[src/rtl/rotary_pkg.sv]
// rotary_pkg: shared state type and constants for the rotary encoder decoder
package rotary_pkg;
  localparam int POS_W = 8;
  localparam logic [1:0] DETENT = 2'b11;
  typedef enum logic [2:0] {IDLE, CW1, CW2, CW3, CCW1, CCW2, CCW3, RESYNC} rot_state_e;
endpackage

[src/rtl/rotary_debounce.sv]
// rotary_debounce: two-flop synchroniser plus stability counter for one encoder pin
module rotary_debounce #(
  parameter int DEBOUNCE_CYCLES = 50000
) (
  input  logic clk,
  input  logic reset_n,
  input  logic raw_i,
  output logic deb_o
);
  localparam int CNT_W = $clog2(DEBOUNCE_CYCLES + 1);
  localparam logic [CNT_W-1:0] LAST = CNT_W'(DEBOUNCE_CYCLES - 1);
  logic meta_q, sync_q, deb_q, deb_d;
  logic [CNT_W-1:0] cnt_q, cnt_d;
  logic mismatch, hit;
  // accept the new level once it has disagreed for DEBOUNCE_CYCLES consecutive samples
  always_comb begin
    mismatch = sync_q != deb_q;
    hit = mismatch && cnt_q == LAST;
    cnt_d = (!mismatch || hit) ? '0 : cnt_q + 1'b1;
    deb_d = hit ? sync_q : deb_q;
  end
  // synchroniser, counter and debounced level, idling at the detent level
  always_ff @(posedge clk or negedge reset_n) begin
    if (!reset_n) begin
      meta_q <= 1'b1;
      sync_q <= 1'b1;
      deb_q <= 1'b1;
      cnt_q <= '0;
    end else begin
      meta_q <= raw_i;
      sync_q <= meta_q;
      deb_q <= deb_d;
      cnt_q <= cnt_d;
    end
  end
  assign deb_o = deb_q;
endmodule

[src/rtl/rotary_quad_decoder.sv]
// rotary_quad_decoder: debounced quadrature decode into cw/ccw pulses and a position count
module rotary_quad_decoder
  import rotary_pkg::*;
#(
  parameter int DEBOUNCE_CYCLES = 50000,
  parameter bit WRAP = 1'b1,
  parameter int MAX_POS = 255
) (
  input  logic             clk,
  input  logic             reset_n,
  input  logic [1:0]       rotary_in,
  input  logic             clear,
  output logic             rotary_cw,
  output logic             rotary_ccw,
  output logic [POS_W-1:0] position
);
  localparam logic [POS_W-1:0] MAX = POS_W'(MAX_POS);
  logic [1:0] deb, prev_q;
  rot_state_e state_q, state_d;
  logic cw_q, cw_d, ccw_q, ccw_d;
  logic [POS_W-1:0] pos_q, pos_d, inc, dec;
  for (genvar b = 0; b < 2; b++) begin : g_bit
    rotary_debounce #(.DEBOUNCE_CYCLES(DEBOUNCE_CYCLES)) u_deb (
      .clk(clk),
      .reset_n(reset_n),
      .raw_i(rotary_in[b]),
      .deb_o(deb[b])
    );
  end
  // walk the quadrature cycle on each debounced change; a both-bits jump forces resync
  always_comb begin
    state_d = state_q;
    cw_d = 1'b0;
    ccw_d = 1'b0;
    if (state_q == RESYNC) state_d = deb == DETENT ? IDLE : RESYNC;
    else if (deb != prev_q) begin
      if ((deb ^ prev_q) == 2'b11) state_d = RESYNC;
      else
        case (state_q)
          IDLE: state_d = deb == 2'b01 ? CW1 : CCW1;
          CW1: state_d = deb == 2'b00 ? CW2 : IDLE;
          CW2: state_d = deb == 2'b10 ? CW3 : CW1;
          CW3: begin
            state_d = deb == DETENT ? IDLE : CW2;
            cw_d = deb == DETENT;
          end
          CCW1: state_d = deb == 2'b00 ? CCW2 : IDLE;
          CCW2: state_d = deb == 2'b01 ? CCW3 : CCW1;
          CCW3: begin
            state_d = deb == DETENT ? IDLE : CCW2;
            ccw_d = deb == DETENT;
          end
          default: state_d = RESYNC;
        endcase
    end
  end
  // position steps with the pulse, wrapping or saturating at the ends; clear wins
  always_comb begin
    inc = pos_q == MAX ? (WRAP ? '0 : MAX) : pos_q + 1'b1;
    dec = pos_q == '0 ? (WRAP ? MAX : '0) : pos_q - 1'b1;
    pos_d = clear ? '0 : cw_d ? inc : ccw_d ? dec : pos_q;
  end
  // state, last debounced value, registered pulses and position
  always_ff @(posedge clk or negedge reset_n) begin
    if (!reset_n) begin
      state_q <= IDLE;
      prev_q <= DETENT;
      cw_q <= 1'b0;
      ccw_q <= 1'b0;
      pos_q <= '0;
    end else begin
      state_q <= state_d;
      prev_q <= deb;
      cw_q <= cw_d;
      ccw_q <= ccw_d;
      pos_q <= pos_d;
    end
  end
  assign rotary_cw = cw_q;
  assign rotary_ccw = ccw_q;
  assign position = pos_q;
endmodule

[config.mk]
export PLATFORM = sky130hd
export DESIGN_NAME = rotary_quad_decoder
export DESIGN_NICKNAME = d
export VERILOG_FILES = /design/src/rtl/rotary_pkg.sv /design/src/rtl/rotary_debounce.sv /design/src/rtl/rotary_quad_decoder.sv
export SDC_FILE = /design/constraint.sdc
export NUM_CORES = 1
export LEC_CHECK = 0
export ABC_AREA = 1
export CAP_MARGIN = 20
export CORE_MARGIN = 4
export CORE_UTILIZATION = 35
export DETAILED_ROUTE_END_ITERATION = 8
export PLACE_DENSITY = 0.59
export RECOVER_POWER = 25
export SKIP_LAST_GASP = 1
export SLEW_MARGIN = 5
export SYNTH_ARGS = -nofsm -noshare
export SYNTH_HDL_FRONTEND = slang
export SYNTH_SLANG_ARGS = --single-unit
[constraint.sdc]
create_clock -name clk -period 1.8 [get_ports clk]
set_input_delay 0.45 -clock clk [delete_from_list [all_inputs] [get_ports clk]]
set_output_delay 0.45 -clock clk [all_outputs]
set_load 0.02 [all_outputs]
==> qor.csv <==
stage,metric,value,unit
outcome,status,"complete, no violations",
logic_synthesis,yosysMostFrequentCell,nand2_1,
min_path,min_path_type,reg -> reg,
sta,skew,6.03,ps
grt,grt.overflow.total,0,
logic_synthesis,ys_warn_count,0,
detailed_routing,wl_met3,107,um
sta,whs,361,ps
critical_path,critical_path.max_fanout,2,
logic_synthesis,synth_fp_nets,432,
grt,grt_max_degree,54,
sta,timing.slew.headroom,14.0,%
power,netSwitchingPower,0.469,mW
logic_synthesis,syn_area,3170,sq um
sta,setup_viol,0,
critical_path,worst_ep_arrival_time,1280,ps
power,power_density,609,nW/um^2
logic_synthesis,async_flop_share,100,%
finish,area_growth,11.6,%
sta,worstMarginPinSlew,1290,ps
finish,fin_area,3530,sq um
run,maxCapViolCount,0,
clock_tree,cts.sinks,53,
logic_synthesis,netlist_instances,422,
detailed_routing,detail_route.wl_per_cell,11.1,um
finish,final_core_util,40.3,%
power,p_seq_share,56.6,%
critical_path,critical_path_buf_inv_count,1,
sta,rsz0062_at_grt,no,
floorplanning,die_w,103,um
grt,grt_pass1_wl,11200,um
finish,drive_above_1_share,11.8,%
detailed_routing,wl_met1,3000,um
sta,timing.fmax,577,MHz
detailed_routing,highest_layer,met4,
sta,finalWorstSetupSlack,68.2,ps
finish,fin_nets,450,
logic_synthesis,synth_seq_cells,53,
critical_path,cpPeakStageDelay,610,ps
logic_synthesis,synth_top_area_share,35.6,%
clock_tree,insertion_delay,300,ps
clock_tree,cts_tree,done,
place,place_area,3430,sq um
power,irDropWorstVdd,0.273,mV
detailed_routing,firstDrtPassIters,4,
place,dp_hpwl,4470,um
sta,period_minus_slack,1730,ps
detailed_routing,drc,0,
detailed_routing,ant_nets,0,
detailed_routing,wl,6080,um
power,p_int,1.68,mW
power,switching_share,21.8,%
clock_tree,clk_pin_slew_worst_paths,100,ps
sta,post-route-period-util,96.2,%
critical_path,critPathSlowestCell,clkdlybuf4s50_1,
detailed_routing,drtIter0Drc,77,
critical_path,crit_type,reg -> out,
critical_path,endpoint_kind,primary output,
sta,maxSlewViolCount,0,
logic_synthesis,synth-edff-count,0,
critical_path,cp_cell_sequence,clkdlybuf4s50_1,
grt,grt_pass1_vias,2578,
logic_synthesis,yosysTopAreaCell,dfrtp_1,
critical_path,crit_required,1350,ps
sta,finalHoldViolCount,0,
power,clkPwrFrac,39.8,%
floorplanning,initial_core_util,36.1,%
grt,track_usage,12.9,%
floorplanning,die_y,103,um
logic_synthesis,ys_top_cells_by_area,"dfrtp_1, nand2_1, nor2_1, dfstp_2, nand3_1",
critical_path,critPathLaunchType,flip-flop,
floorplanning,coreArea,8760,sq um
sta,setup-tns-final,0,ps
floorplanning,placementRows,34,
clock_tree,cts_buffers,5,
floorplanning,die_area,10600,sq um
detailed_routing,met2_length,2910,um
clock_tree,clockBufferDepth,2,
logic_synthesis,synth_area_per_cell,7.50,sq um
clock_tree,root_buffer,clkbuf_8,
critical_path,crit_family,buffers and inverters,
grt,antenna_found_initial,0,
detailed_routing,vias_per_cell,4.71,
clock_tree,htreeDepth,2,
power,comb_power_share,3.6,%
logic_synthesis,synth_flop_cell,dfrtp_1,
place,pre_cts_slack,213,ps
logic_synthesis,synth_common_cells,"nand2_1, nor2_1, dfrtp_1",
finish,antenna_cells,0,
place,io_buffers,14,
place,routabilityCongestion,0.791,
power,p_leak,1.57,nW
logic_synthesis,synth-seq-area-share,42.2,%
logic_synthesis,synth_cell_type_count,35,
detailed_routing,vias,2587,
floorplanning,ios,15,
[flip-flops by register name, summed over array words and instances, names as in the netlist]
signal	flops
rotary_ccw	1
g_bit.u_deb.cnt_q	32
position	8
g_bit.u_deb.deb_o	2
prev_q	2
state_q	3
g_bit.u_deb.sync_q	2
rotary_cw	1
g_bit.u_deb.meta_q	2
[worst register-to-register path, cell delays in order (launching register included)]
cell and delay, ps:
dfstp_2 660, nand2_2 130, nor2_4 160, nand2_1 110, nor2_4 170, o21ai_0 130, nand3_1 100, nand2_1 50
[repair_timing]
item,CTS,global route
gates resized for setup,6,2
buffers inserted,0,0
hold buffers,0,0
setup endpoints to repair,6,2
[layer usage]
metal	up-vias	GRT usage, %
li1	1383	-
met1	1178	16.6
met2	22	22.0
met3	4	2.17
met4	0	3.88
met5	-	0
[logic make-up after synthesis]
| kind of cell | after synthesis | synth area share, % |
|---|---|---|
| compound gates | 25 | 4.70 |
| xor+xnor | 20 | 5.53 |
| fa+ha+maj | 5 | 1.98 |
| buf+inv | 53 | 7.35 |
| flops | 53 | 42.2 |
| simple gates | 266 | 38.2 |
[power groups by stage]
stage | registers [mW] | clock network, mW | logic [mW]
floorplan | 1.24 | 0 | 0.0385
global placement | 1.24 | 0 | 0.0848
detailed placement | 1.24 | 0 | 0.0861
CTS | 1.22 | 0.897 | 0.0861
global route | 1.22 | 0.932 | 0.0926
finish | 1.22 | 0.858 | 0.0775
[cell usage in the layout (no fill, tap or decap), types with 6 or more instances in the layout]
cell type	netlist	routed
nand3_1	39	39
nor3_1	14	14
clkbuf_8	0	6
nand2_1	95	95
nand4_1	13	13
dfstp_2	8	8
xor2_1	17	17
nand2_2	7	7
clkdlybuf4s50_1	0	7
o21ai_0	14	14
nor2_1	80	79
dfrtp_1	45	44
inv_1	38	38
[stage by stage]
stage / total power [mW] / std cells
finish: 2.15 / 549
global route: 2.25 / 549
CTS: 2.20 / 549
detailed placement: 1.33 / 541
global placement: 1.33 / 541
floorplan: 1.28 / 422
[layout make-up]
cell class	instances	area, sq um
clock buffers	6	82.6
clock inverters	2	37.5
fillers	899	5230
inverters	44	168
multi-input cells	316	1600
flip-flops and latches	53	1340
well taps	108	135
repair buffers	20	174
[final timing paths]
path                                            start                      end  slack [ps]  depth (start not counted)
max in group asynchronous                     reset_n              position[4]         440                          2
worst max register to register   g_bit[0].u_deb.deb_o              position[3]         190                          7
worst min register to register  g_bit[0].u_deb.meta_q    g_bit[0].u_deb.sync_q         360                          0
worst min-delay path            g_bit[0].u_deb.meta_q    g_bit[0].u_deb.sync_q         360                          0
min in group asynchronous                     reset_n  g_bit[1].u_deb.cnt_q[6]         500                          2
worst max-delay path                      position[2]              position[2]          70                          1
No activity file was read; power rests on OpenSTA's default activity.
